--- src/rtl/jenc_pkg.sv ---
// Shared symbol type and JPEG entropy constants for the encoder's run-length stage.
package jenc_pkg;

  localparam int SYM_AW = 11;

  localparam logic [3:0] EOB_RUN  = 4'd0;
  localparam logic [3:0] ZRL_RUN  = 4'd15;
  localparam logic [3:0] MAX_SIZE = 4'd11;

  typedef struct packed {
    logic [3:0]        run;
    logic [3:0]        size;
    logic [SYM_AW-1:0] amp;
    logic              dc;
    logic [1:0]        chroma;
    logic              last;
  } rl_sym_t;

endpackage

--- src/rtl/jenc_magnitude.sv ---
// JPEG magnitude category and right-aligned amplitude bits for a signed value.
module jenc_magnitude
  import jenc_pkg::*;
#(
  parameter int IW = 12,
  parameter int AW = 11
) (
  input  logic signed [IW-1:0] x,
  output logic [3:0]           size,
  output logic [AW-1:0]        amp
);

  localparam logic [IW-1:0] ONE = {{(IW-1){1'b0}}, 1'b1};

  logic [SYM_AW-1:0] abs_v;
  logic [IW-1:0]     adj;
  logic [IW-1:0]     mask;

  // Negative values carry x-1, i.e. the ones' complement of |x| in the low size bits.
  always_comb begin
    abs_v = SYM_AW'(x[IW-1] ? -x : x);
    size  = 4'd0;
    for (int i = 0; i < int'(MAX_SIZE); i++) begin
      size = abs_v[i] ? 4'(i + 1) : size;
    end
    adj  = x[IW-1] ? (x + {IW{1'b1}}) : x;
    mask = (ONE << size) - ONE;
    amp  = AW'(adj & mask);
  end

endmodule

--- src/rtl/jenc_rle.sv ---
// JPEG run-length / DC-prediction stage: zigzag coefficient pairs in, entropy symbols out.
// Define JENC_RLE_SEQ_CHECK_EN to compile in the input block-sequence checker.
`ifdef JENC_RLE_SEQ_CHECK_EN
module jenc_rle_seq_chk (
  input logic       clk,
  input logic       resetn,
  input logic       accept,
  input logic [4:0] cnt,
  input logic [1:0] chroma
);
  logic       seen_q;
  logic [4:0] cnt_q;
  logic [1:0] chroma_q;
  logic [2:0] pos_q;
  logic [1:0] exp_chroma;

  assign exp_chroma = (pos_q < 3'd4) ? 2'd0 : ((pos_q == 3'd4) ? 2'd1 : 2'd2);

  // Pair counter continuity, constant component per block and Y,Y,Y,Y,Cb,Cr MCU order.
  always_ff @(posedge clk or negedge resetn) begin
    if (!resetn) begin
      seen_q   <= 1'b0;
      cnt_q    <= 5'd0;
      chroma_q <= 2'd0;
      pos_q    <= 3'd0;
    end else if (accept) begin
      if (seen_q && (cnt != cnt_q + 5'd1)) $error("jenc_rle: pair index %0d after %0d", cnt, cnt_q);
      if (seen_q && (cnt != 5'd0) && (chroma != chroma_q)) $error("jenc_rle: component changed inside block");
      if (cnt == 5'd0) begin
        if (chroma != exp_chroma) $error("jenc_rle: component %0d out of MCU order", chroma);
        pos_q <= (pos_q == 3'd5) ? 3'd0 : pos_q + 3'd1;
      end
      seen_q   <= 1'b1;
      cnt_q    <= cnt;
      chroma_q <= chroma;
    end
  end
endmodule
`endif

module jenc_rle
  import jenc_pkg::*;
#(
  parameter int QW = 11,
  parameter int AW = 11
) (
  input  logic                 clk,
  input  logic                 resetn,
  input  logic signed [QW-1:0] q [2],
  input  logic                 q_valid,
  output logic                 q_hold,
  input  logic [4:0]           q_cnt,
  input  logic [1:0]           q_chroma,
  input  logic                 q_last_mcu,
  output logic [3:0]           rl_run,
  output logic [3:0]           rl_size,
  output logic [AW-1:0]        rl_amp,
  output logic                 rl_dc,
  output logic [1:0]           rl_chroma,
  output logic                 rl_last,
  output logic                 rl_valid,
  input  logic                 rl_hold
);

  logic                 buf_full_q, buf_full_d;
  logic signed [QW-1:0] buf_q [2];
  logic signed [QW-1:0] buf_d [2];
  logic [4:0]           cnt_q, cnt_d;
  logic [1:0]           chroma_q, chroma_d;
  logic                 last_q, last_d;
  logic                 sel_q, sel_d;
  logic [5:0]           run_q, run_d;
  logic signed [QW-1:0] pred_q [3];
  logic signed [QW-1:0] pred_d [3];
  rl_sym_t              sym_q, sym_d, new_sym;
  logic                 valid_q, valid_d;

  logic                 out_free, step, consume, accept, emit;
  logic                 is_dc, is_end, coef_zero, zrl;
  logic signed [QW-1:0] coef, pred_cur;
  logic signed [QW:0]   mag_in;
  logic [3:0]           mag_size;
  logic [AW-1:0]        mag_amp;

  assign out_free  = ~valid_q | ~rl_hold;
  assign step      = buf_full_q & out_free;
  assign coef      = sel_q ? buf_q[1] : buf_q[0];
  assign is_dc     = ({cnt_q, sel_q} == 6'd0);
  assign is_end    = ({cnt_q, sel_q} == 6'd63);
  assign coef_zero = (coef == {QW{1'b0}});
  // A nonzero AC coefficient behind 16+ zeros stays put while ZRLs drain the run.
  assign zrl       = ~is_dc & ~coef_zero & (run_q >= 6'd16);
  assign consume   = step & ~zrl;
  assign q_hold    = buf_full_q & ~(sel_q & consume);
  assign accept    = q_valid & ~q_hold;

  // Predictor of the buffered block's component.
  always_comb begin
    case (chroma_q)
      2'd1:    pred_cur = pred_q[1];
      2'd2:    pred_cur = pred_q[2];
      default: pred_cur = pred_q[0];
    endcase
  end

  assign mag_in = is_dc ? ({coef[QW-1], coef} - {pred_cur[QW-1], pred_cur}) : {coef[QW-1], coef};

  jenc_magnitude #(.IW(QW + 1), .AW(AW)) u_mag (
    .x    (mag_in),
    .size (mag_size),
    .amp  (mag_amp)
  );

  // Coefficient step, buffer handshake and output register next-state.
  always_comb begin
    buf_full_d     = buf_full_q;
    buf_d          = buf_q;
    cnt_d          = cnt_q;
    chroma_d       = chroma_q;
    last_d         = last_q;
    sel_d          = sel_q;
    run_d          = run_q;
    pred_d         = pred_q;
    sym_d          = sym_q;
    valid_d        = valid_q;
    emit           = 1'b0;
    new_sym.run    = EOB_RUN;
    new_sym.size   = 4'd0;
    new_sym.amp    = {SYM_AW{1'b0}};
    new_sym.dc     = 1'b0;
    new_sym.chroma = chroma_q;
    new_sym.last   = 1'b0;

    if (step) begin
      if (is_dc) begin
        emit         = 1'b1;
        new_sym.size = mag_size;
        new_sym.amp  = SYM_AW'(mag_amp);
        new_sym.dc   = 1'b1;
        run_d        = 6'd0;
        case (chroma_q)
          2'd1:    pred_d[1] = coef;
          2'd2:    pred_d[2] = coef;
          default: pred_d[0] = coef;
        endcase
      end else if (coef_zero) begin
        if (is_end) begin
          emit         = 1'b1;
          new_sym.last = last_q;
          run_d        = 6'd0;
        end else begin
          run_d = run_q + 6'd1;
        end
      end else if (zrl) begin
        emit        = 1'b1;
        new_sym.run = ZRL_RUN;
        run_d       = run_q - 6'd16;
      end else begin
        emit         = 1'b1;
        new_sym.run  = run_q[3:0];
        new_sym.size = mag_size;
        new_sym.amp  = SYM_AW'(mag_amp);
        new_sym.last = is_end & last_q;
        run_d        = 6'd0;
      end
    end else begin
      emit = 1'b0;
    end

    // The image's final symbol restarts DC prediction for the next frame.
    if (emit & new_sym.last) begin
      pred_d[0] = {QW{1'b0}};
      pred_d[1] = {QW{1'b0}};
      pred_d[2] = {QW{1'b0}};
    end else begin
      pred_d = pred_d;
    end

    if (accept) begin
      buf_full_d = 1'b1;
      buf_d[0]   = q[0];
      buf_d[1]   = q[1];
      cnt_d      = q_cnt;
      chroma_d   = q_chroma;
      last_d     = q_last_mcu;
      sel_d      = 1'b0;
    end else if (consume & sel_q) begin
      buf_full_d = 1'b0;
      sel_d      = 1'b0;
    end else if (consume) begin
      sel_d = 1'b1;
    end else begin
      sel_d = sel_q;
    end

    if (out_free) begin
      valid_d = emit;
      sym_d   = emit ? new_sym : sym_q;
    end else begin
      valid_d = valid_q;
      sym_d   = sym_q;
    end
  end

  // State and output registers.
  always_ff @(posedge clk or negedge resetn) begin
    if (!resetn) begin
      buf_full_q <= 1'b0;
      buf_q[0]   <= {QW{1'b0}};
      buf_q[1]   <= {QW{1'b0}};
      cnt_q      <= 5'd0;
      chroma_q   <= 2'd0;
      last_q     <= 1'b0;
      sel_q      <= 1'b0;
      run_q      <= 6'd0;
      pred_q[0]  <= {QW{1'b0}};
      pred_q[1]  <= {QW{1'b0}};
      pred_q[2]  <= {QW{1'b0}};
      sym_q      <= {$bits(rl_sym_t){1'b0}};
      valid_q    <= 1'b0;
    end else begin
      buf_full_q <= buf_full_d;
      buf_q      <= buf_d;
      cnt_q      <= cnt_d;
      chroma_q   <= chroma_d;
      last_q     <= last_d;
      sel_q      <= sel_d;
      run_q      <= run_d;
      pred_q     <= pred_d;
      sym_q      <= sym_d;
      valid_q    <= valid_d;
    end
  end

  assign rl_run    = sym_q.run;
  assign rl_size   = sym_q.size;
  assign rl_amp    = AW'(sym_q.amp);
  assign rl_dc     = sym_q.dc;
  assign rl_chroma = sym_q.chroma;
  assign rl_last   = sym_q.last;
  assign rl_valid  = valid_q;

`ifdef JENC_RLE_SEQ_CHECK_EN
  jenc_rle_seq_chk u_seq_chk (
    .clk    (clk),
    .resetn (resetn),
    .accept (accept),
    .cnt    (q_cnt),
    .chroma (q_chroma)
  );
`endif

endmodule

--- config.mk ---
export PLATFORM = sky130hd
export DESIGN_NAME = jenc_rle
export DESIGN_NICKNAME = d
export VERILOG_FILES = /design/src/rtl/jenc_pkg.sv /design/src/rtl/jenc_magnitude.sv /design/src/rtl/jenc_rle.sv
export SDC_FILE = /design/constraint.sdc
export NUM_CORES = 1
export LEC_CHECK = 0
export BUFFER_PORTS_ARGS = -buffer_cell sky130_fd_sc_hd__buf_2
export CORE_AREA = 2 2 99 101
export CTS_CLUSTER_SIZE = 28
export DETAILED_ROUTE_END_ITERATION = 10
export DIE_AREA = 0 0 101 103
export GPL_ROUTABILITY_DRIVEN = 0
export MAX_ROUTING_LAYER = met4
export PLACE_DENSITY = 0.92
export SYNTH_ARGS = -nofsm -noshare
export SYNTH_HDL_FRONTEND = slang
export SYNTH_SLANG_ARGS = --single-unit
export TNS_END_PERCENT = 100
--- constraint.sdc ---
create_clock -name clk -period 14.4 [get_ports clk]
set_input_delay 2.16 -clock clk [delete_from_list [all_inputs] [get_ports clk]]
set_output_delay 2.16 -clock clk [all_outputs]
set_load 0.01 [all_outputs]
==> results of run 1 <==
## logic make-up (layout without fill, tap and decap cells)
logic type | after synthesis | count (layout)
flip-flops | 95 | 95
multiplexers | 45 | 45
AND/OR/NAND/NOR | 214 | 214
buffers and inverters | 62 | 103
AO/OA/AOI/OAI | 189 | 189
XOR/XNOR | 22 | 22
adder cells (fa/ha/maj) | 18 | 18
## cells in the final DEF, fill, tap and decap left out, drive strengths merged, types with 6 or more instances in the layout
cell     n
clkbuf  10
a22oi   14
inv     27
xnor2   17
o21ai   33
nand3   11
a21o     7
ha      17
dfrtp   95
mux2i   12
nor3    11
a211oi  38
nor2    74
buf     61
and3     9
or3      6
mux2    33
o31ai   10
nand4    6
nand2   60
a21oi   33
nor2b    7
## area by class of cell
type / count / area, um^2 / area share, %
clock buffers: 10 / 137.6 / 2.131
flip-flops and latches: 95 / 2377 / 36.81
repair buffers: 61 / 315.3 / 4.883
multi-input cells: 488 / 3319 / 51.40
inverters: 26 / 97.59 / 1.511
clock inverters: 6 / 67.56 / 1.046
well taps: 114 / 142.6 / 2.209
## stage by stage
stage,hold WS [ns],setup slack [ns],instance area [um^2],cells,util (%)
4_1_cts,0.4809,7.878,6457,800,68.27
6_report,0.4768,7.688,6457,800,68.27
3_3_place_gp,0.4532,8.450,6252,784,66.10
2_1_floorplan,0.4635,9.086,5953,645,-
5_1_grt,0.5092,7.343,6457,800,68.27
3_5_place_dp,0.4602,7.889,6252,784,66.10
## critical path: cells and delay by family (launching register included)
| family | cells | cell delay, ns |
|---|---|---|
| compound gates | 8 | 2.95 |
| fa+ha+maj | 2 | 0.58 |
| flops | 1 | 0.96 |
| buf+inv | 1 | 0.11 |
| mux | 1 | 0.73 |
| simple gates | 5 | 1.32 |
## flip-flops by register name (all words and copies together), names as in the netlist, 4 cells and up
| signal | flops |
|---|---|
| rl_amp | 11 |
| cnt_q | 5 |
| run_q | 6 |
| buf_q | 22 |
| pred_q | 33 |
| rl_size | 4 |
| rl_run | 4 |
## worst paths after layout
path | end | startpoint | slack [ns]
max | rl_amp[6]$_DFFE_PN0P_ | sel_q$_DFFE_PN0P_ | 7.69
max in group asynchronous | pred_q[17]$_DFFE_PN0P_ | resetn | 11.56
max reg2reg | rl_amp[6]$_DFFE_PN0P_ | sel_q$_DFFE_PN0P_ | 7.69
min | rl_size[0]$_DFFE_PN0P_ | rl_size[0]$_DFFE_PN0P_ | 0.48
min in group asynchronous | rl_amp[7]$_DFFE_PN0P_ | resetn | 1.62
min reg2reg | rl_size[0]$_DFFE_PN0P_ | rl_size[0]$_DFFE_PN0P_ | 0.48
## routing by layer
layer	vias up	GRT usage [%]	wire length, um
met2	267	50.51	7372
li1	2426	-	-
met3	41	5.966	992
met4	0	11.75	411
met1	2578	37.14	6157
met5	-	-	0
==> results.rst, run 1 <==
.. list-table::
   :header-rows: 1

   * - Metric
     - Value
   * - Required time of the worst setup path
     - 14.72 ns
   * - DR WL/cell
     - 18.67 um
   * - Antenna cells
     - 0
   * - Total count of max-transition violations in the final report
     - 0
   * - Vias in the first global route
     - 5150
   * - Count of hold-fix buffers inserted at cts
     - 0
   * - Die width
     - 101 um
   * - Final clock period utilization by the worst path
     - 46.61%
   * - Mean cell area of the mapped netlist
     - 9.230 um^2
   * - Worst path max stage delay
     - 0.96 ns
   * - Number of buffers inserted during clock tree synthesis
     - 9
   * - Sequential area share after synthesis
     - 39.93%
   * - Post-synthesis share of cell area spent on full adders, half adders and majority gates
     - 3.909%
   * - Number of buffers inserted by port buffering
     - 58
   * - Vias
     - 5312
   * - Cell repeated most along the worst path
     - sky130_fd_sc_hd__ha_1
   * - Overall die area
     - 10400 um^2
   * - Number of failing hold endpoints at the final stage
     - 0
   * - Initial drt markers
     - 436
   * - Critical Path Slowest Stage Cell
     - sky130_fd_sc_hd__dfrtp_1
   * - Combinational family with the most area after synthesis
     - compound AO/OA/AOI/OAI gates
   * - Maximum number of pins on one net before global-route repair
     - 81
   * - Minimum period implied by the final worst setup slack
     - 6.712 ns
   * - Number of antenna violations at the first check in global routing
     - 0
   * - Gr usage total
     - 30.49%
   * - Slew @ Worst Pin
     - 1.051 ns
   * - Fraction of the mapped netlist area in compound gates
     - 22.72%
   * - Multiplexer share of the synthesized area
     - 8.260%
   * - Largest cells by area after synthesis
     - sky130_fd_sc_hd__dfrtp_1, sky130_fd_sc_hd__a211oi_1, sky130_fd_sc_hd__nor2_1
   * - Main synth FF type
     - sky130_fd_sc_hd__dfrtp_1
   * - Top achievable clock speed
     - 0.1490 GHz
   * - # Post-CTS Setup Buffers
     - 0
   * - First-pass GRT wire length
     - 24.29 mm
   * - Number of H-tree levels
     - 3
   * - Number of optimization iterations in the first detailed-route pass
     - 6
   * - Total DRC errors in the routed layout
     - 0
   * - DRT antenna net count
     - 0
   * - Nets in the synthesized netlist
     - 697
   * - Number of standard cells after synthesis
     - 645
   * - Initial core utilization
     - 62.94%
   * - Clock-pin slew of the registers on the worst-case setup and hold paths
     - 0.09 ns
   * - Clock sink total
     - 95
   * - Most used standard cells in the synthesized netlist
     - sky130_fd_sc_hd__dfrtp_1, sky130_fd_sc_hd__nor2_1, sky130_fd_sc_hd__nand2_1
   * - Maximum fanout count along the critical path
     - 22
   * - Simple-Gate Fraction of Synth Area
     - 17.55%
   * - Global-route congestion overflow total
     - 0
   * - Post-synth top area share
     - 39.93%
   * - Slew headroom
     - 29.92%
   * - Unrepaired setup endpoints after global routing
     - no
   * - Most instantiated library cell after synthesis
     - sky130_fd_sc_hd__dfrtp_1
   * - Count of unique library cells instantiated by Yosys
     - 75
   * - Class of the tightest hold or removal check
     - flip-flop to flip-flop
   * - Height of the chip
     - 103 um
   * - Layout cells sized above 1
     - 18.08%
   * - Clock latency reported for the late side of the worst-skew pair
     - 0.38 ns
   * - Root Buffer Master
     - sky130_fd_sc_hd__clkbuf_8
   * - Synth-to-layout area growth
     - 8.470%
   * - Placement row count
     - 36
   * - Number of synthesized register bits
     - 95
   * - Total Wirelength
     - 14.93 mm
   * - Critical path startpoint category
     - flip-flop
   * - Number of I/O pins
     - 59
   * - Cells on Worst Hold Path
     - 1
   * - Cell area after technology mapping
     - 5953 um^2
   * - Total number of nets in the final design
     - 733
   * - Vias per cell
     - 6.640
   * - Setup skew after layout
     - 0.01267 ns
   * - Max_cap viols
     - 0
   * - Setup Crit Path Kind
     - flip-flop to flip-flop
   * - Fraction of synthesis flops using an asynchronous set or reset pin
     - 100.0%
   * - Outcome
     - completed
   * - Placed wire-length estimate
     - 10.90 mm
   * - Number of cells on the worst reg-to-reg path
     - 17
   * - Floorplan core area
     - 9459 um^2
   * - CTS tree
     - done
   * - Setup-failing EPs final
     - 0
   * - Setup total negative slack
     - 0 ns
   * - Xor/xnor share of the synthesized area
     - 3.237%
   * - Count of flip-flops with a built-in enable after synthesis
     - 0
   * - Synthesis Warnings
     - 0
   * - Post-cts resize count
     - 0
   * - Count of fill cells added during filler insertion
     - 691
   * - Cell accounting for the most synthesized area
     - sky130_fd_sc_hd__dfrtp_1
   * - Cell Chain, Critical Path
     - mux2i_1, inv_1, ha_1, nand3b_1, a211oi_1, nor4b_2, a21oi_1, a31oi_1, o32ai_2, a21boi_1, and2_1, nand2_1, a211o_1, ha_1, or4_1, o32ai_1, a221o_1
   * - Largest buffer count on any clock path
     - 2
   * - Data arrival time of the critical path
     - 7.03 ns
   * - Worst Setup End Kind
     - flip-flop
Power of run 1 is not shown: default switching activity piles up to over one toggle a cycle in this logic, so the estimate is an artifact.
==> inputs of run 2 (changes only) <==
- ABC_AREA: default -> 1
- CORE_AREA: 2 2 99 101 -> 2 2 109 111
- DIE_AREA: 0 0 101 103 -> 0 0 111 113
- PLACE_DENSITY: 0.92 -> 0.83
- clock period: 14.4 -> 5.6 ns (I/O delays scaled with it)
==> run 2 against run 1 <==
Effect of this change: routed wire length down 11%; critical path depth up 11; non-clock buffer count is 1 lower; count of clock-buffer cells in the layout grew 1; critical endpoint is now rl_amp[10]$_DFFE_PN0P_; design area grew 2.8%; setup slack got worse by 6.8 ns; synthesized cell count rose by 13%; first-iteration DRC count decreased by 33%; sequential share of layout area is 1.0 points lower; flip-flop and latch count stayed put.
==> results.rst, run 2 <==
.. list-table::
   :header-rows: 1

   * - Metric
     - Value
   * - Count of fill cells added during filler insertion
     - 971 (was 691)
   * - Nets in the synthesized netlist
     - 783 (was 697)
   * - Top achievable clock speed
     - 0.2116 GHz (was 0.1490 GHz)
   * - Most common library cell in the layout ignoring fill and taps
     - sky130_fd_sc_hd__nand2_1 (was sky130_fd_sc_hd__dfrtp_1)
   * - Vias in the first global route
     - 4757 (was 5150)
   * - Number of cells on the worst reg-to-reg path
     - 28 (was 17)
   * - Setup-failing EPs final
     - 0 (unchanged)
   * - Number of failing hold endpoints at the final stage
     - 0 (unchanged)
   * - Count of unique library cells instantiated by Yosys
     - 51 (was 75)
   * - Cell accounting for the most synthesized area
     - sky130_fd_sc_hd__dfrtp_1 (unchanged)
   * - Global-route congestion overflow total
     - 0 (unchanged)
   * - Setup skew after layout
     - 0.008998 ns (was 0.01267 ns)
   * - Clock-pin slew of the registers on the worst-case setup and hold paths
     - 0.07 ns (was 0.09 ns)
   * - Initial drt markers
     - 290 (was 436)
   * - Root Buffer Master
     - sky130_fd_sc_hd__clkbuf_16 (was sky130_fd_sc_hd__clkbuf_8)
   * - DRT antenna net count
     - 0 (unchanged)
   * - Flip-flop count of the largest register after layout
     - 33 (unchanged)
   * - Class of the tightest hold or removal check
     - primary input to asynchronous set/reset pin (was flip-flop to flip-flop)
   * - Fraction of the mapped netlist area in compound gates
     - 12.49% (was 22.72%)
   * - Worst Setup End Kind
     - flip-flop (unchanged)
   * - Largest buffer count on any clock path
     - 2 (unchanged)
   * - Final clock period utilization by the worst path
     - 84.40% (was 46.61%)
   * - Setup Crit Path Kind
     - flip-flop to flip-flop (unchanged)
   * - Gr usage total
     - 22.65% (was 30.49%)
   * - Post-route standard cell area excluding fillers
     - 6639 um^2 (was 6457 um^2)
   * - Overall die area
     - 12540 um^2 (was 10400 um^2)
   * - Number of antenna violations at the first check in global routing
     - 0 (unchanged)
   * - Outcome
     - completed (unchanged)
   * - Critical path startpoint category
     - flip-flop (unchanged)
   * - Flop2flop setup slack
     - 0.87 ns (was 7.69 ns)
   * - Maximum fanout count along the critical path
     - 20 (was 22)
   * - Register with the most flip-flops
     - pred_q (unchanged)
   * - Clock latency reported for the late side of the worst-skew pair
     - 0.34 ns (was 0.38 ns)
   * - Fraction of synthesis flops using an asynchronous set or reset pin
     - 100.0% (unchanged)
   * - Data arrival time of the critical path
     - 4.96 ns (was 7.03 ns)
   * - Total DRC errors in the routed layout
     - 0 (unchanged)
   * - Number of H-tree levels
     - 3 (unchanged)
   * - CTS tree
     - done (unchanged)
   * - Startpoint of the most critical register-to-register path
     - sel_q$_DFFE_PN0P_ (unchanged)
   * - Slew @ Worst Pin
     - 0.8689 ns (was 1.051 ns)
   * - Sequential area share after synthesis
     - 39.50% (was 39.93%)
   * - Cell area after technology mapping
     - 6018 um^2 (was 5953 um^2)
   * - Number of synthesized register bits
     - 95 (unchanged)
   * - Worst path max stage delay
     - 0.82 ns (was 0.96 ns)
   * - Most instantiated library cell after synthesis
     - sky130_fd_sc_hd__nand2_1 (was sky130_fd_sc_hd__dfrtp_1)
   * - Number of optimization iterations in the first detailed-route pass
     - 6 (unchanged)
   * - Placement row count
     - 39 (was 36)
   * - Vias
     - 5048 (was 5312)
   * - Max_cap viols
     - 0 (unchanged)
   * - Slew headroom
     - 42.08% (was 29.92%)
   * - Setup total negative slack
     - 0 ns (unchanged)
   * - Multiplexer share of the synthesized area
     - 5.364% (was 8.260%)
   * - Count of flip-flops with a built-in enable after synthesis
     - 0 (unchanged)
   * - Antenna cells
     - 0 (unchanged)
   * - Worst-case setup slack after placement
     - 0.9725 ns (was 7.889 ns)
   * - Count of hold-fix buffers inserted at cts
     - 0 (unchanged)
   * - Total Wirelength
     - 13.28 mm (was 14.93 mm)
   * - Critical Path Slowest Stage Cell
     - sky130_fd_sc_hd__dfrtp_1 (unchanged)
   * - Post-synth top area share
     - 39.50% (was 39.93%)
   * - Post-cts resize count
     - 0 (unchanged)
   * - Placed wire-length estimate
     - 9.844 mm (was 10.90 mm)
   * - Total number of nets in the final design
     - 828 (was 733)
   * - Setup slack of the critical path after layout
     - 0.8733 ns (was 7.688 ns)
   * - First-pass GRT wire length
     - 22.74 mm (was 24.29 mm)
   * - DR WL/cell
     - 14.38 um (was 18.67 um)
   * - Synthesis Warnings
     - 0 (unchanged)
   * - Post-synthesis share of cell area spent on full adders, half adders and majority gates
     - 3.867% (was 3.909%)
   * - Mean cell area of the mapped netlist
     - 8.233 um^2 (was 9.230 um^2)
   * - Most used standard cells in the synthesized netlist
     - sky130_fd_sc_hd__nand2_1, sky130_fd_sc_hd__dfrtp_1, sky130_fd_sc_hd__nand3_1 (was sky130_fd_sc_hd__dfrtp_1, sky130_fd_sc_hd__nor2_1, sky130_fd_sc_hd__nand2_1)
   * - Vias per cell
     - 5.463 (was 6.640)
   * - Unrepaired setup endpoints after global routing
     - no (unchanged)
   * - Synth-to-layout area growth
     - 10.31% (was 8.470%)
   * - Crit Reg-Reg Endpoint
     - rl_amp[10]$_DFFE_PN0P_ (was rl_amp[6]$_DFFE_PN0P_)
   * - Commonest non-fill, non-tap cells in the layout
     - sky130_fd_sc_hd__nand2_1, sky130_fd_sc_hd__dfrtp_1, sky130_fd_sc_hd__nand3_1, sky130_fd_sc_hd__inv_1, sky130_fd_sc_hd__buf_2 (was sky130_fd_sc_hd__dfrtp_1, sky130_fd_sc_hd__nor2_1, sky130_fd_sc_hd__nand2_1, sky130_fd_sc_hd__buf_2, sky130_fd_sc_hd__a211oi_1)
   * - DP Area
     - 6324 um^2 (was 6252 um^2)
   * - Main synth FF type
     - sky130_fd_sc_hd__dfrtp_1 (unchanged)
   * - Clock sink total
     - 95 (unchanged)
   * - Maximum number of pins on one net before global-route repair
     - 72 (was 81)
   * - # Post-CTS Setup Buffers
     - 0 (unchanged)
   * - Initial core utilization
     - 53.39% (was 62.94%)
   * - Required time of the worst setup path
     - 5.83 ns (was 14.72 ns)
   * - Cell repeated most along the worst path
     - sky130_fd_sc_hd__nand2_1 (was sky130_fd_sc_hd__ha_1)
   * - Xor/xnor share of the synthesized area
     - 1.019% (was 3.237%)
   * - Floorplan core area
     - 11270 um^2 (was 9459 um^2)
   * - Height of the chip
     - 113 um (was 103 um)
   * - End-of-flow core utilization
     - 58.90% (was 68.27%)
   * - Number of I/O pins
     - 59 (unchanged)
   * - Largest cells by area after synthesis
     - sky130_fd_sc_hd__dfrtp_1, sky130_fd_sc_hd__nand2_1, sky130_fd_sc_hd__nand3_1 (was sky130_fd_sc_hd__dfrtp_1, sky130_fd_sc_hd__a211oi_1, sky130_fd_sc_hd__nor2_1)
   * - Layout cells sized above 1
     - 20.74% (was 18.08%)
   * - Simple-Gate Fraction of Synth Area
     - 28.98% (was 17.55%)
   * - Number of standard cells after synthesis
     - 731 (was 645)
   * - Number of buffers inserted during clock tree synthesis
     - 9 (unchanged)
   * - Total count of max-transition violations in the final report
     - 0 (unchanged)
   * - Number of buffers inserted by port buffering
     - 58 (unchanged)
   * - Combinational family with the most area after synthesis
     - simple AND/OR/NAND/NOR gates (was compound AO/OA/AOI/OAI gates)
   * - Minimum period implied by the final worst setup slack
     - 4.727 ns (was 6.712 ns)
   * - Die width
     - 111 um (was 101 um)
==> run 2: cell types whose count changed after synthesis, sizes merged, moves of 10 or more <==
cell,previous run,this run
nor2,74,46
xnor2,17,2
inv,26,89
a22oi,14,1
mux2,33,23
clkbuf,25,8
mux2i,12,0
nand3,11,83
nand2,60,193
o21ai,33,70
a221o,1,11
a21oi,33,22
a211oi,38,0
==> run 2: layout make-up <==
cell class	instances	area, um^2	area share [%]
well taps	143	178.9	2.695
inverters	90	346.6	5.220
flip-flops and latches	95	2377	35.81
multi-input cells	520	3113	46.89
repair buffers	60	307.8	4.636
clock inverters	5	62.56	0.9423
clock buffers	11	252.7	3.807
==> run 2: how the worst max path moves through the flow <==
stage | to | slack (ns) | depth (start not counted) | startpoint
2_1_floorplan | rl_amp[10]$_DFFE_PN0P_ | 1.46 | 33 | chroma_q[0]$_DFFE_PN0P_
3_3_place_gp | rl_amp[10]$_DFFE_PN0P_ | 1.11 | 32 | chroma_q[0]$_DFFE_PN0P_
3_5_place_dp | rl_amp[10]$_DFFE_PN0P_ | 0.97 | 28 | sel_q$_DFFE_PN0P_
4_1_cts | rl_amp[10]$_DFFE_PN0P_ | 0.94 | 28 | sel_q$_DFFE_PN0P_
5_1_grt | rl_amp[10]$_DFFE_PN0P_ | 0.35 | 30 | sel_q$_DFFE_PN0P_
6_report | rl_amp[10]$_DFFE_PN0P_ | 0.87 | 28 | sel_q$_DFFE_PN0P_
==> run 2: logic make-up (layout without fill, tap and decap cells) <==
kind of cell	count (synthesis)	count (layout)
AND/OR/NAND/NOR	348	348
AO/OA/AOI/OAI	124	124
buffers and inverters	116	166
flip-flops	95	95
multiplexers	23	23
adder cells (fa/ha/maj)	18	18
XOR/XNOR	7	7
==> run 2: worst max-delay path: cells and delay by family (launching register included) <==
kind / cells / cell delay [ns]
AOI/OAI and AO/OA: 3 / 0.59
DFF: 1 / 0.82
and+or+nand+nor: 16 / 1.78
adders and majority gates: 2 / 0.60
buffers and inverters: 7 / 0.81
==> run 2: per-layer routing <==
metal	track usage [%]	routed length, um	vias up
li1	-	-	2518
met1	29.87	6195	2365
met2	36.07	6231	142
met3	4.446	654	23
met4	6.250	204	0
met5	-	0	-
==> run 2: per-stage QoR <==
step / instances / hold slack (ns)
2_1_floorplan: 731 / 0.4562
3_3_place_gp: 908 / 0.4579
3_5_place_dp: 908 / 0.4606
4_1_cts: 924 / 0.3880
5_1_grt: 924 / 0.4066
6_report: 924 / 0.3824
Power of run 2 is left out for the same reason.
==> inputs of run 3 (changes only) <==
- clock period: 5.6 -> 3.9 ns (I/O delays scaled with it)
==> run 3 against run 2 <==
Effect of this change: the run now ends with negative setup slack left; flip-flop and latch count did not move; clock skew fell by 0.0015 ns; critical path depth rose by 4; count of clock-buffer cells in the layout did not move.
==> results.rst, run 3 (same netlist as run 2, synthesis figures left out) <==
.. list-table::
   :header-rows: 1

   * - Metric
     - Value
   * - Number of buffers inserted during clock tree synthesis
     - 9 (unchanged)
   * - Floorplan core area
     - 11270 um^2 (unchanged)
   * - Worst Setup End Kind
     - flip-flop (unchanged)
   * - Slew headroom
     - 49.44% (was 42.08%)
   * - Flip-flop count of the largest register after layout
     - 33 (unchanged)
   * - Critical path startpoint category
     - flip-flop (unchanged)
   * - Antenna cells
     - 0 (unchanged)
   * - Layout cells sized above 1
     - 30.66% (was 20.74%)
   * - Overall die area
     - 12540 um^2 (unchanged)
   * - Final Instance Count excl. Fillers
     - 978 (was 924)
   * - Outcome
     - complete, but fails checks (was completed)
   * - Worst path max stage delay
     - 0.52 ns (was 0.82 ns)
   * - Maximum fanout count along the critical path
     - 5 (was 20)
   * - Total count of max-transition violations in the final report
     - 0 (unchanged)
   * - Top achievable clock speed
     - 0.2486 GHz (was 0.2116 GHz)
   * - Commonest non-fill, non-tap cells in the layout
     - sky130_fd_sc_hd__nand2_1, sky130_fd_sc_hd__dfrtp_1, sky130_fd_sc_hd__nand3_1, sky130_fd_sc_hd__inv_1, sky130_fd_sc_hd__buf_2 (unchanged)
   * - Minimum period implied by the final worst setup slack
     - 4.023 ns (was 4.727 ns)
   * - Setup-failing EPs final
     - 6 (was 0)
   * - Clock-pin slew of the registers on the worst-case setup and hold paths
     - 0.07 ns (about the same)
   * - DP Area
     - 6646 um^2 (was 6324 um^2)
   * - Largest buffer count on any clock path
     - 2 (unchanged)
   * - Placed wire-length estimate
     - 10.25 mm (was 9.844 mm)
   * - DR WL/cell
     - 15.51 um (was 14.38 um)
   * - Initial core utilization
     - 53.39% (unchanged)
   * - Global-route congestion overflow total
     - 0 (unchanged)
   * - Unrepaired setup endpoints after global routing
     - yes (was no)
   * - Clock latency reported for the late side of the worst-skew pair
     - 0.35 ns (was 0.34 ns)
   * - Max_cap viols
     - 0 (unchanged)
   * - Placement row count
     - 39 (unchanged)
   * - Maximum number of pins on one net before global-route repair
     - 48 (was 72)
   * - Total stage count of the critical path
     - 32 (was 28)
   * - Post-route standard cell area excluding fillers
     - 7295 um^2 (was 6639 um^2)
   * - Most common library cell in the layout ignoring fill and taps
     - sky130_fd_sc_hd__nand2_1 (unchanged)
   * - Clock sink total
     - 95 (unchanged)
   * - Number of failing hold endpoints at the final stage
     - 0 (unchanged)
   * - Vias in the first global route
     - 5170 (was 4757)
   * - Register with the most flip-flops
     - pred_q (unchanged)
   * - Number of H-tree levels
     - 3 (unchanged)
   * - Class of the tightest hold or removal check
     - primary input to asynchronous set/reset pin (unchanged)
   * - Count of buffering cells on the critical path with inverters included
     - 6 (was 7)
   * - Setup Crit Path Kind
     - flip-flop to flip-flop (unchanged)
   * - CP delay by family, top
     - simple AND/OR/NAND/NOR gates (unchanged)
   * - Total DRC errors in the routed layout
     - 0 (unchanged)
   * - Number of optimization iterations in the first detailed-route pass
     - 5 (was 6)
   * - Worst hold slack after final layout
     - 0.2301 ns (was 0.3824 ns)
   * - Critical Path Slowest Stage Cell
     - sky130_fd_sc_hd__fa_2 (was sky130_fd_sc_hd__dfrtp_1)
   * - Number of I/O pins
     - 59 (unchanged)
   * - Total number of nets in the final design
     - 883 (was 828)
   * - Synth-to-layout area growth
     - 21.21% (was 10.31%)
   * - Vias per cell
     - 5.535 (was 5.463)
   * - Final clock period utilization by the worst path
     - 103.1% (was 84.40%)
   * - Number of buffers inserted by port buffering
     - 58 (unchanged)
   * - First-pass GRT wire length
     - 24.38 mm (was 22.74 mm)
   * - Total Wirelength
     - 15.17 mm (was 13.28 mm)
   * - Cell repeated most along the worst path
     - sky130_fd_sc_hd__nand2_4 (was sky130_fd_sc_hd__nand2_1)
   * - Inst Count DP
     - 940 (was 908)
   * - Initial drt markers
     - 401 (was 290)
   * - CTS tree
     - done (unchanged)
   * - Setup skew after layout
     - 0.007464 ns (was 0.008998 ns)
   * - DRT antenna net count
     - 0 (unchanged)
   * - Height of the chip
     - 113 um (unchanged)
   * - Setup slack of the critical path after layout
     - -0.1228 ns (was 0.8733 ns)
   * - Slew @ Worst Pin
     - 0.7584 ns (was 0.8689 ns)
   * - Required time of the worst setup path
     - 4.14 ns (was 5.83 ns)
   * - Number of cells on the worst reg-to-reg path
     - 32 (was 28)
   * - Root Buffer Master
     - sky130_fd_sc_hd__clkbuf_16 (unchanged)
   * - Gr usage total
     - 24.50% (was 22.65%)
   * - Data arrival time of the critical path
     - 4.26 ns (was 4.96 ns)
   * - Number of antenna violations at the first check in global routing
     - 0 (unchanged)
   * - Die width
     - 111 um (unchanged)
   * - Violations in the final reports
     - negative setup slack
   * - Vias
     - 5413 (was 5048)
run 3: cell types whose count changed in the layout (fill, tap and decap cells not counted), sizes merged:
cell	change
clkinv	+1
buf	+55
inv	-1
clkinvlp	-1
run 3: repair_timing:
item,4_1_cts,5_1_grt
pin swaps,19,25
resized for setup,12,45
buffers inserted,13,12
hold buffers,0,0
setup endpoints to repair,4,11
run 3: through the flow:
step           utilization [%]  TNS (ns)  worst slack, ns
2_1_floorplan                -         0         0.005716
3_3_place_gp             58.96         0          0.02881
3_5_place_dp             58.96   -0.1077         -0.08230
4_1_cts                  62.79  -0.04093         -0.03614
5_1_grt                  64.71    -2.017          -0.3763
6_report                 64.71   -0.3820          -0.1228
run 3: final cells by class:
| type | instances | area (um^2) |
|---|---|---|
| multi-input cells | 520 | 3344 |
| clock inverters | 4 | 55.05 |
| repair buffers | 115 | 740.7 |
| flip-flops and latches | 95 | 2377 |
| inverters | 90 | 365.4 |
| well taps | 143 | 178.9 |
| clock buffers | 11 | 232.7 |
| fillers | 889 | 3978 |
run 3: path summary, 6_finish.rpt:
path / startpoint / end / slack (ns)
setup / recovery: chroma_q[0]$_DFFE_PN0P_ / rl_amp[10]$_DFFE_PN0P_ / -0.12
hold / removal: resetn / rl_run[1]$_DFFE_PN0P_ / 0.23
setup reg to reg: chroma_q[0]$_DFFE_PN0P_ / rl_amp[10]$_DFFE_PN0P_ / -0.12
hold reg to reg: rl_amp[4]$_DFFE_PN0P_ / rl_amp[4]$_DFFE_PN0P_ / 0.48
max in group asynchronous: resetn / pred_q[8]$_DFFE_PN0P_ / 2.91
min in group clk: q[21] / buf_q[21]$_DFFE_PN0P_ / 0.44
run 3: routing by layer:
metal / part of all wire (%) / track usage, % / wire (um) / vias up
li1: - / - / - / 2646
met1: 43 / 30.05 / 6522 / 2533
met2: 48 / 40.00 / 7325 / 190
met3: 5.3 / 5.517 / 806 / 44
met4: 3.4 / 9.083 / 516 / 0
met5: 0 / - / 0 / -
Power of run 3 is left out for the same reason.
